==> src/rtl/flash_prog_seq.sv <==
// flash_prog_seq: turns CPU register writes into JEDEC (AMD-style, word-mode) unlock/command
// bus cycles with timed WE_n pulses, then polls FLASH_BUSY_n with a timeout.
// Optional feature macro: FLASH_SEQ_IRQ_EN adds the INT_n completion interrupt output.
module flash_prog_seq #(
    parameter int unsigned SETUP_CYC    = 2,
    parameter int unsigned PULSE_CYC    = 4,
    parameter int unsigned HOLD_CYC     = 2,
    parameter int unsigned BUSY_DLY_CYC = 8,
    parameter logic [23:0] TIMEOUT_CYC  = 24'd12000000
) (
    input  logic        CLKCPU,
    input  logic        RESET,
    input  logic        REG_WR,
    input  logic        REG_RD,
    input  logic [2:0]  REG_ADDR,
    input  logic [15:0] REG_WDATA,
    output logic [15:0] REG_RDATA,
    output logic        SEQ_ACTIVE,
    output logic [18:0] FLASH_A,
    output logic [15:0] FLASH_DOUT,
    output logic        FLASH_WE_n,
    output logic        FLASH_OE_n,
`ifdef FLASH_SEQ_IRQ_EN
    output logic        INT_n,
`endif
    input  logic        FLASH_BUSY_n
);

    typedef enum logic [2:0] {
        StIdle, StSetup, StWlow, StWhigh, StBdly, StPoll, StDone, StErr
    } state_e;

    localparam logic [1:0]  OpProg = 2'd1;
    localparam logic [1:0]  OpSect = 2'd3;

    localparam logic [3:0]  SetupLast   = 4'(SETUP_CYC - 1);
    localparam logic [3:0]  PulseLast   = 4'(PULSE_CYC - 1);
    localparam logic [3:0]  HoldLast    = 4'(HOLD_CYC - 1);
    localparam logic [7:0]  DlyLast     = 8'(BUSY_DLY_CYC - 1);
    localparam logic [23:0] TimeoutLast = TIMEOUT_CYC - 24'd1;

    localparam logic [18:0] A555 = 19'h00555;
    localparam logic [18:0] A2AA = 19'h002AA;

    state_e      state_q, state_d;
    logic [1:0]  opcode_q, opcode_d;
    logic [2:0]  idx_q, idx_d;
    logic [3:0]  phase_q, phase_d;
    logic [7:0]  dly_q, dly_d;
    logic [23:0] tmo_q, tmo_d;

    logic [2:0]  addr_hi_q;
    logic [15:0] addr_lo_q;
    logic [15:0] data_q;
    logic        reject_q, reject_d;
    logic [15:0] rdata_q;
    logic        active_q, active_d;
    logic        we_n_q, we_n_d;
    logic [18:0] a_q, a_d;
    logic [15:0] dout_q, dout_d;

    logic        busy;
    logic        cmd_wr;
    logic        cmd_valid;
    logic        start;
    logic        reject_set;
    logic        load;
    logic [1:0]  load_op;
    logic [2:0]  load_idx;
    logic [2:0]  last_idx;
    logic [34:0] cyc_word;
    logic        irq_pend;
    logic [15:0] status;
    logic [15:0] rdata_mux;

    // Address/data of one command-table bus cycle, packed as {addr, data}.
    function automatic logic [34:0] cmd_cycle(input logic [1:0]  op,
                                              input logic [2:0]  idx,
                                              input logic [18:0] ta,
                                              input logic [15:0] wd);
        logic [34:0] r;
        case (idx)
            3'd0:    r = {A555, 16'h00AA};
            3'd1:    r = {A2AA, 16'h0055};
            3'd2:    r = {A555, (op == OpProg) ? 16'h00A0 : 16'h0080};
            3'd3:    r = (op == OpProg) ? {ta, wd} : {A555, 16'h00AA};
            3'd4:    r = {A2AA, 16'h0055};
            default: r = (op == OpSect) ? {ta, 16'h0030} : {A555, 16'h0010};
        endcase
        return r;
    endfunction

    assign busy      = !(state_q inside {StIdle, StDone, StErr});
    assign cmd_wr    = REG_WR && (REG_ADDR == 3'd3);
    assign cmd_valid = (REG_WDATA == 16'd1) || (REG_WDATA == 16'd2) || (REG_WDATA == 16'd3);
    assign start     = cmd_wr && cmd_valid && !busy;
    // Any write to ADDR_HI/ADDR_LO/DATA/CMD while a sequence runs is dropped and flagged.
    assign reject_set = REG_WR && busy && (REG_ADDR <= 3'd3);
    assign last_idx  = (opcode_q == OpProg) ? 3'd3 : 3'd5;

    // Next-state logic for the bus-cycle sequencer, BDLY wait and busy poll.
    always_comb begin
        state_d  = state_q;
        opcode_d = opcode_q;
        idx_d    = idx_q;
        phase_d  = phase_q;
        dly_d    = dly_q;
        tmo_d    = tmo_q;
        load     = 1'b0;
        load_op  = opcode_q;
        load_idx = idx_q;
        unique case (state_q)
            StIdle, StDone, StErr: begin
                if (start) begin
                    state_d  = StSetup;
                    opcode_d = REG_WDATA[1:0];
                    idx_d    = 3'd0;
                    phase_d  = 4'd0;
                    load     = 1'b1;
                    load_op  = REG_WDATA[1:0];
                    load_idx = 3'd0;
                end
            end
            StSetup: begin
                if (phase_q == SetupLast) begin
                    state_d = StWlow;
                    phase_d = 4'd0;
                end else begin
                    phase_d = phase_q + 4'd1;
                end
            end
            StWlow: begin
                if (phase_q == PulseLast) begin
                    state_d = StWhigh;
                    phase_d = 4'd0;
                end else begin
                    phase_d = phase_q + 4'd1;
                end
            end
            StWhigh: begin
                if (phase_q != HoldLast) begin
                    phase_d = phase_q + 4'd1;
                end else if (idx_q == last_idx) begin
                    state_d = StBdly;
                    dly_d   = 8'd0;
                end else begin
                    state_d  = StSetup;
                    phase_d  = 4'd0;
                    idx_d    = idx_q + 3'd1;
                    load     = 1'b1;
                    load_idx = idx_q + 3'd1;
                end
            end
            StBdly: begin
                if (dly_q == DlyLast) begin
                    state_d = StPoll;
                    tmo_d   = 24'd0;
                end else begin
                    dly_d = dly_q + 8'd1;
                end
            end
            StPoll: begin
                if (FLASH_BUSY_n) begin
                    state_d = StDone;
                end else if (tmo_q == TimeoutLast) begin
                    state_d = StErr;
                end else if (tmo_q != '1) begin
                    tmo_d = tmo_q + 24'd1;
                end
            end
            default: state_d = StIdle;
        endcase
    end

    // Registered pin-side outputs; A/D only change on SETUP entry so they are stable per cycle.
    always_comb begin
        cyc_word = cmd_cycle(load_op, load_idx, {addr_hi_q, addr_lo_q}, data_q);
        a_d      = load ? cyc_word[34:16] : a_q;
        dout_d   = load ? cyc_word[15:0] : dout_q;
        we_n_d   = (state_d != StWlow);
        active_d = !(state_d inside {StIdle, StDone, StErr});
        reject_d = reject_q;
        if (start) begin
            reject_d = 1'b0;
        end else if (reject_set) begin
            reject_d = 1'b1;
        end
    end

    // Status word and read mux, built from pre-edge state.
    always_comb begin
        status = {11'd0, irq_pend, reject_q, state_q == StErr, state_q == StDone, busy};
        case (REG_ADDR)
            3'd0:    rdata_mux = {13'd0, addr_hi_q};
            3'd1:    rdata_mux = addr_lo_q;
            3'd2:    rdata_mux = data_q;
            3'd4:    rdata_mux = status;
            default: rdata_mux = 16'd0;
        endcase
    end

    // Sequencer state and pin-side output registers.
    always_ff @(posedge CLKCPU) begin
        if (RESET) begin
            state_q  <= StIdle;
            opcode_q <= 2'd0;
            idx_q    <= 3'd0;
            phase_q  <= 4'd0;
            dly_q    <= 8'd0;
            tmo_q    <= 24'd0;
            reject_q <= 1'b0;
            active_q <= 1'b0;
            we_n_q   <= 1'b1;
            a_q      <= 19'd0;
            dout_q   <= 16'd0;
        end else begin
            state_q  <= state_d;
            opcode_q <= opcode_d;
            idx_q    <= idx_d;
            phase_q  <= phase_d;
            dly_q    <= dly_d;
            tmo_q    <= tmo_d;
            reject_q <= reject_d;
            active_q <= active_d;
            we_n_q   <= we_n_d;
            a_q      <= a_d;
            dout_q   <= dout_d;
        end
    end

    // CPU-visible target address / data registers; frozen while a sequence runs.
    always_ff @(posedge CLKCPU) begin
        if (RESET) begin
            addr_hi_q <= 3'd0;
            addr_lo_q <= 16'd0;
            data_q    <= 16'd0;
        end else if (REG_WR && !busy) begin
            case (REG_ADDR)
                3'd0:    addr_hi_q <= REG_WDATA[2:0];
                3'd1:    addr_lo_q <= REG_WDATA;
                3'd2:    data_q    <= REG_WDATA;
                default: ;
            endcase
        end
    end

    // Read data register: captured on REG_RD, held otherwise.
    always_ff @(posedge CLKCPU) begin
        if (RESET) begin
            rdata_q <= 16'd0;
        end else if (REG_RD) begin
            rdata_q <= rdata_mux;
        end
    end

`ifdef FLASH_SEQ_IRQ_EN
    logic int_n_q, int_n_d;
    logic enter_fin;

    assign enter_fin = (state_q == StPoll) && (state_d inside {StDone, StErr});

    // Completion interrupt: asserted on DONE/ERR entry, cleared by a STATUS read or new start.
    always_comb begin
        int_n_d = int_n_q;
        if (enter_fin) begin
            int_n_d = 1'b0;
        end else if (start || (REG_RD && (REG_ADDR == 3'd4))) begin
            int_n_d = 1'b1;
        end
    end

    // Interrupt register.
    always_ff @(posedge CLKCPU) begin
        if (RESET) begin
            int_n_q <= 1'b1;
        end else begin
            int_n_q <= int_n_d;
        end
    end

    assign irq_pend = ~int_n_q;
    assign INT_n    = int_n_q;
`else
    assign irq_pend = 1'b0;
`endif

    assign REG_RDATA  = rdata_q;
    assign SEQ_ACTIVE = active_q;
    assign FLASH_A    = a_q;
    assign FLASH_DOUT = dout_q;
    assign FLASH_WE_n = we_n_q;
    // Reads never happen while this block owns the pins.
    assign FLASH_OE_n = 1'b1;

endmodule

==> config.mk <==
export PLATFORM = sky130hd
export DESIGN_NAME = flash_prog_seq
export DESIGN_NICKNAME = d
export VERILOG_FILES = /design/src/rtl/flash_prog_seq.sv
export SDC_FILE = /design/constraint.sdc
export NUM_CORES = 1
export LEC_CHECK = 0
export CORE_AREA = 2 2 146 148
export CTS_CLUSTER_SIZE = 8
export DETAILED_ROUTE_END_ITERATION = 10
export DIE_AREA = 0 0 148 150
export PLACE_DENSITY = 0.57
export SYNTH_ARGS = -nofsm -noshare
export SYNTH_HDL_FRONTEND = slang
export SYNTH_SLANG_ARGS = --single-unit
export TNS_END_PERCENT = 5
==> constraint.sdc <==
create_clock -name CLKCPU -period 3.7 [get_ports CLKCPU]
set_clock_uncertainty 0.05 [all_clocks]
set_input_delay 1.11 -clock CLKCPU [delete_from_list [all_inputs] [get_ports CLKCPU]]
set_output_delay 1.11 -clock CLKCPU [all_outputs]
set_load 0.02 [all_outputs]
==> results.yml <==
min_path:
  hp-class: "reg -> reg"
layout:
  nets: 864
  antenna_cells: 0
  final_common_cell: "dfxtp_1"
  fillers: 2147
  area_growth_pct: 31.9
  layout_common_cells: "133 x dfxtp_1, 104 x nand2_1, 87 x nor2_1"
  drive_gt1_frac: 0.139
pwr:
  irDropWorstVdd_uv: 356
  p_switching_w: 0.000949
  switching_share: 0.279
  combPwrFrac: 0.068
  p_clk_frac: 0.500
  p_leak_nw: 2.84
  power_frac_seq: 0.432
  internal_power_w: 0.00245
  power_density_mw_per_mm2: 424
  power_w: 0.00340
sta:
  finalCritPeriodShare: 0.931
  rsz0062_at_grt: "no"
  hold_viol: 0
  slew_violations: 0
  period_needed_ps: 3440
  setup_viol: 0
  max_freq_ghz: 0.290
  slew_headroom: 0.341
  worstMarginPinSlew_ps: 987
  worst_hold_slack_ps: 411
critical_path:
  reg2reg_slack_ps: 760
  slowest_delay_ps: 510
  required_ps: 4020
  endpoint_kind: "flop"
  critPathLaunch: "REG_WDATA[10]"
  worst-endpoint-arrival_ps: 3760
  start_kind: "primary input"
  rr_startpoint: "phase_q[0]"
  critPathKind: "in -> reg"
  r2r_cells: 9
  crit_cells: 9
  cp_max_fo: 6
  critical_path.top_delay_family: "compound AO/OA/AOI/OAI gates"
  crit_buf_inv: 1
  reg2reg_to: "FLASH_A[3]"
  crit_end: "FLASH_A[8]"
  crit_slowest_cell: "clkdlybuf4s50_1"
  path_cells: "clkdlybuf4s50_1 -> nor4_2 -> nand3_2 -> o21ai_2 -> a41o_1 -> nand3_1 -> nand4b_1 -> o211a_1 -> o221a_2"
clock_network:
  cts_tree: "yes"
  clkSinkCount: 133
  clockBufferDepth: 2
  hold_buffers: 0
  cts.clk_slew.worst_paths_ps: 70
  h-tree-depth: 4
  clockRootBuffer: "clkbuf_16"
  cts_buffers: 17
  post_cts_buffers: 0
  insertion_delay_ps: 430
synthesis:
  syn-num-nets: 758
  synthXorXnorAreaFrac: 0.0431
  synth.mux.area_fraction: 0.0148
  synth.avg_cell_area_um2: 8.37
  syn_inst: 728
  synthArstFlopShare: 0
  syn-cell-area_mm2: 0.00609
  synth_area_leaders: "dfxtp_1 44%, a21oi_1 6.9%, nand2_1 6.4%, nor2_1 5.4%, nand3_1 4.1%"
  synth_top_family_by_area: "simple AND/OR/NAND/NOR gates"
  synth_seq_area_share: 0.437
  synth-edff-count: 0
  yosysWarnings: 0
  synth_top_area_share: 0.437
  yosys_register_bits: 133
  yosys.area_share.simple: 0.274
  synth_cell_types: 74
  synthAdderAreaFrac: 0.0123
  synth-compound-area-share: 0.185
  ys.flop_type: "dfxtp_1"
  synth_top_area_cell: "dfxtp_1"
place:
  gp_congestion: 0.833
  place_hpwl_um: 12800
  port_buffers: 76
die:
  fp.dieW_um: 148
  initial_utilization: 0.294
  rows: 53
  dieArea_mm2: 0.0222
  fp.dieH_um: 150
  ios: 78
  core_mm2: 0.0207
global_route:
  grt_overflow: 0
  grtUsageTotal: 0.159
  antenna_found_initial: 0
  grt_pass1_wl_um: 27700
  grt_max_degree: 48
  grt_pass1_vias: 5130
drt:
  route.detailed.drc: 0
  ant_nets: 0
  drt_iter0_drc: 457
  vias: 5461
  routed_via_density: 4.87
  wl_um: 17400
  wl_per_cell_um: 15.5
  dr.pass1.iters: 7
flow_run:
  cap_violations: 0
run_status:
  status: "complete, no violations"
worst min path at each step:
stage                        start        endpoint  slack, ps  cells past startpoint
finish              FLASH_DOUT[10]  FLASH_DOUT[10]        410                      2
global route        FLASH_DOUT[15]  FLASH_DOUT[15]        430                      2
CTS                 FLASH_DOUT[14]  FLASH_DOUT[14]        410                      2
detailed placement  FLASH_DOUT[14]  FLASH_DOUT[14]        390                      2
global placement    FLASH_DOUT[14]  FLASH_DOUT[14]        390                      2
floorplan             addr_lo_q[1]    addr_lo_q[1]        400                      2
power groups by stage:
stage               clock, W  sequential [W]  combinational (W)
finish               0.00170         0.00147           0.000231
global route         0.00180         0.00147           0.000253
CTS                  0.00174         0.00147           0.000231
detailed placement         0         0.00150           0.000229
global placement           0         0.00150           0.000230
floorplan                  0         0.00149           0.000132
through the flow:
step / cells / setup slack [ps] / cell area (um2) / setup TNS (ps) / util
2_1_floorplan: 728 / 607 / 6090 / 0 / -
3_3_place_gp: 1090 / -253 / 7420 / -5840 / 0.358
3_5_place_dp: 1090 / -292 / 7420 / -6870 / 0.358
4_1_cts: 1122 / 150 / 8020 / 0 / 0.388
5_1_grt: 1122 / 85.5 / 8040 / 0 / 0.388
6_report: 1122 / 257 / 8040 / 0 / 0.388
cells by family after synthesis:
logic type | count (synthesis)
fa+ha+maj | 6
buf+inv | 49
mux | 8
compound gates | 166
xor+xnor | 30
simple gates | 335
flops | 133
other cells | 1
final cells by class:
class                   count  area, um2  share of cell area
multi-input cells         546       3250               0.404
flip-flops and latches    133       2660               0.331
repair buffers            127       1140               0.142
clock buffers              17        425              0.0529
well taps                 275        344              0.0428
clock inverters            15        181              0.0226
inverters                   9       33.8             0.00420
cell usage after synthesis (5+ instances only):
cell / number
and3_1: 8
xnor2_1: 11
clkbuf_1: 31
ha_1: 6
o21ai_0: 13
nand3_1: 50
nor2_1: 87
nand2b_1: 9
nand4_1: 10
nor2b_1: 25
nand2_1: 104
and2_1: 5
inv_1: 9
a21oi_1: 84
o221a_2: 6
a22o_1: 13
a32o_1: 8
nor4_1: 5
xor2_1: 19
mux2i_1: 5
dfxtp_1: 133
a221o_1: 5
timing repair:
item,in CTS,in global routing
setup endpoints to repair,0,14
gates resized for setup,0,2
endpoints found under the hold margin,0,0
routing by layer:
layer  routed length [um]  part of all wire  GRT usage  up-vias
li1                     -                 -          -     2778
met1                 8770              0.50      0.229     2558
met2                 7660              0.44      0.237      110
met3                  784             0.045     0.0366       15
met4                  206             0.012     0.0452        0
met5                    0                 0          0        -
worst reg2reg max path, stage by stage (launching register included):
cell	delay, ps
dfxtp_1	420
ha_1	210
nor3b_1	560
nand2_1	110
a21oi_1	160
mux2i_1	270
a21bo_2	290
or3b_4	420
a21oi_4	220
a221o_1	180
sequential cells by signal, summed over array words and instances, names as in the netlist, 4 cells and up:
name        flops
data_q         16
FLASH_DOUT     16
phase_q         4
FLASH_A        19
REG_RDATA      16
addr_lo_q      16
dly_q           8
tmo_q          24
Note: power is estimated with default switching activity, not from simulation.
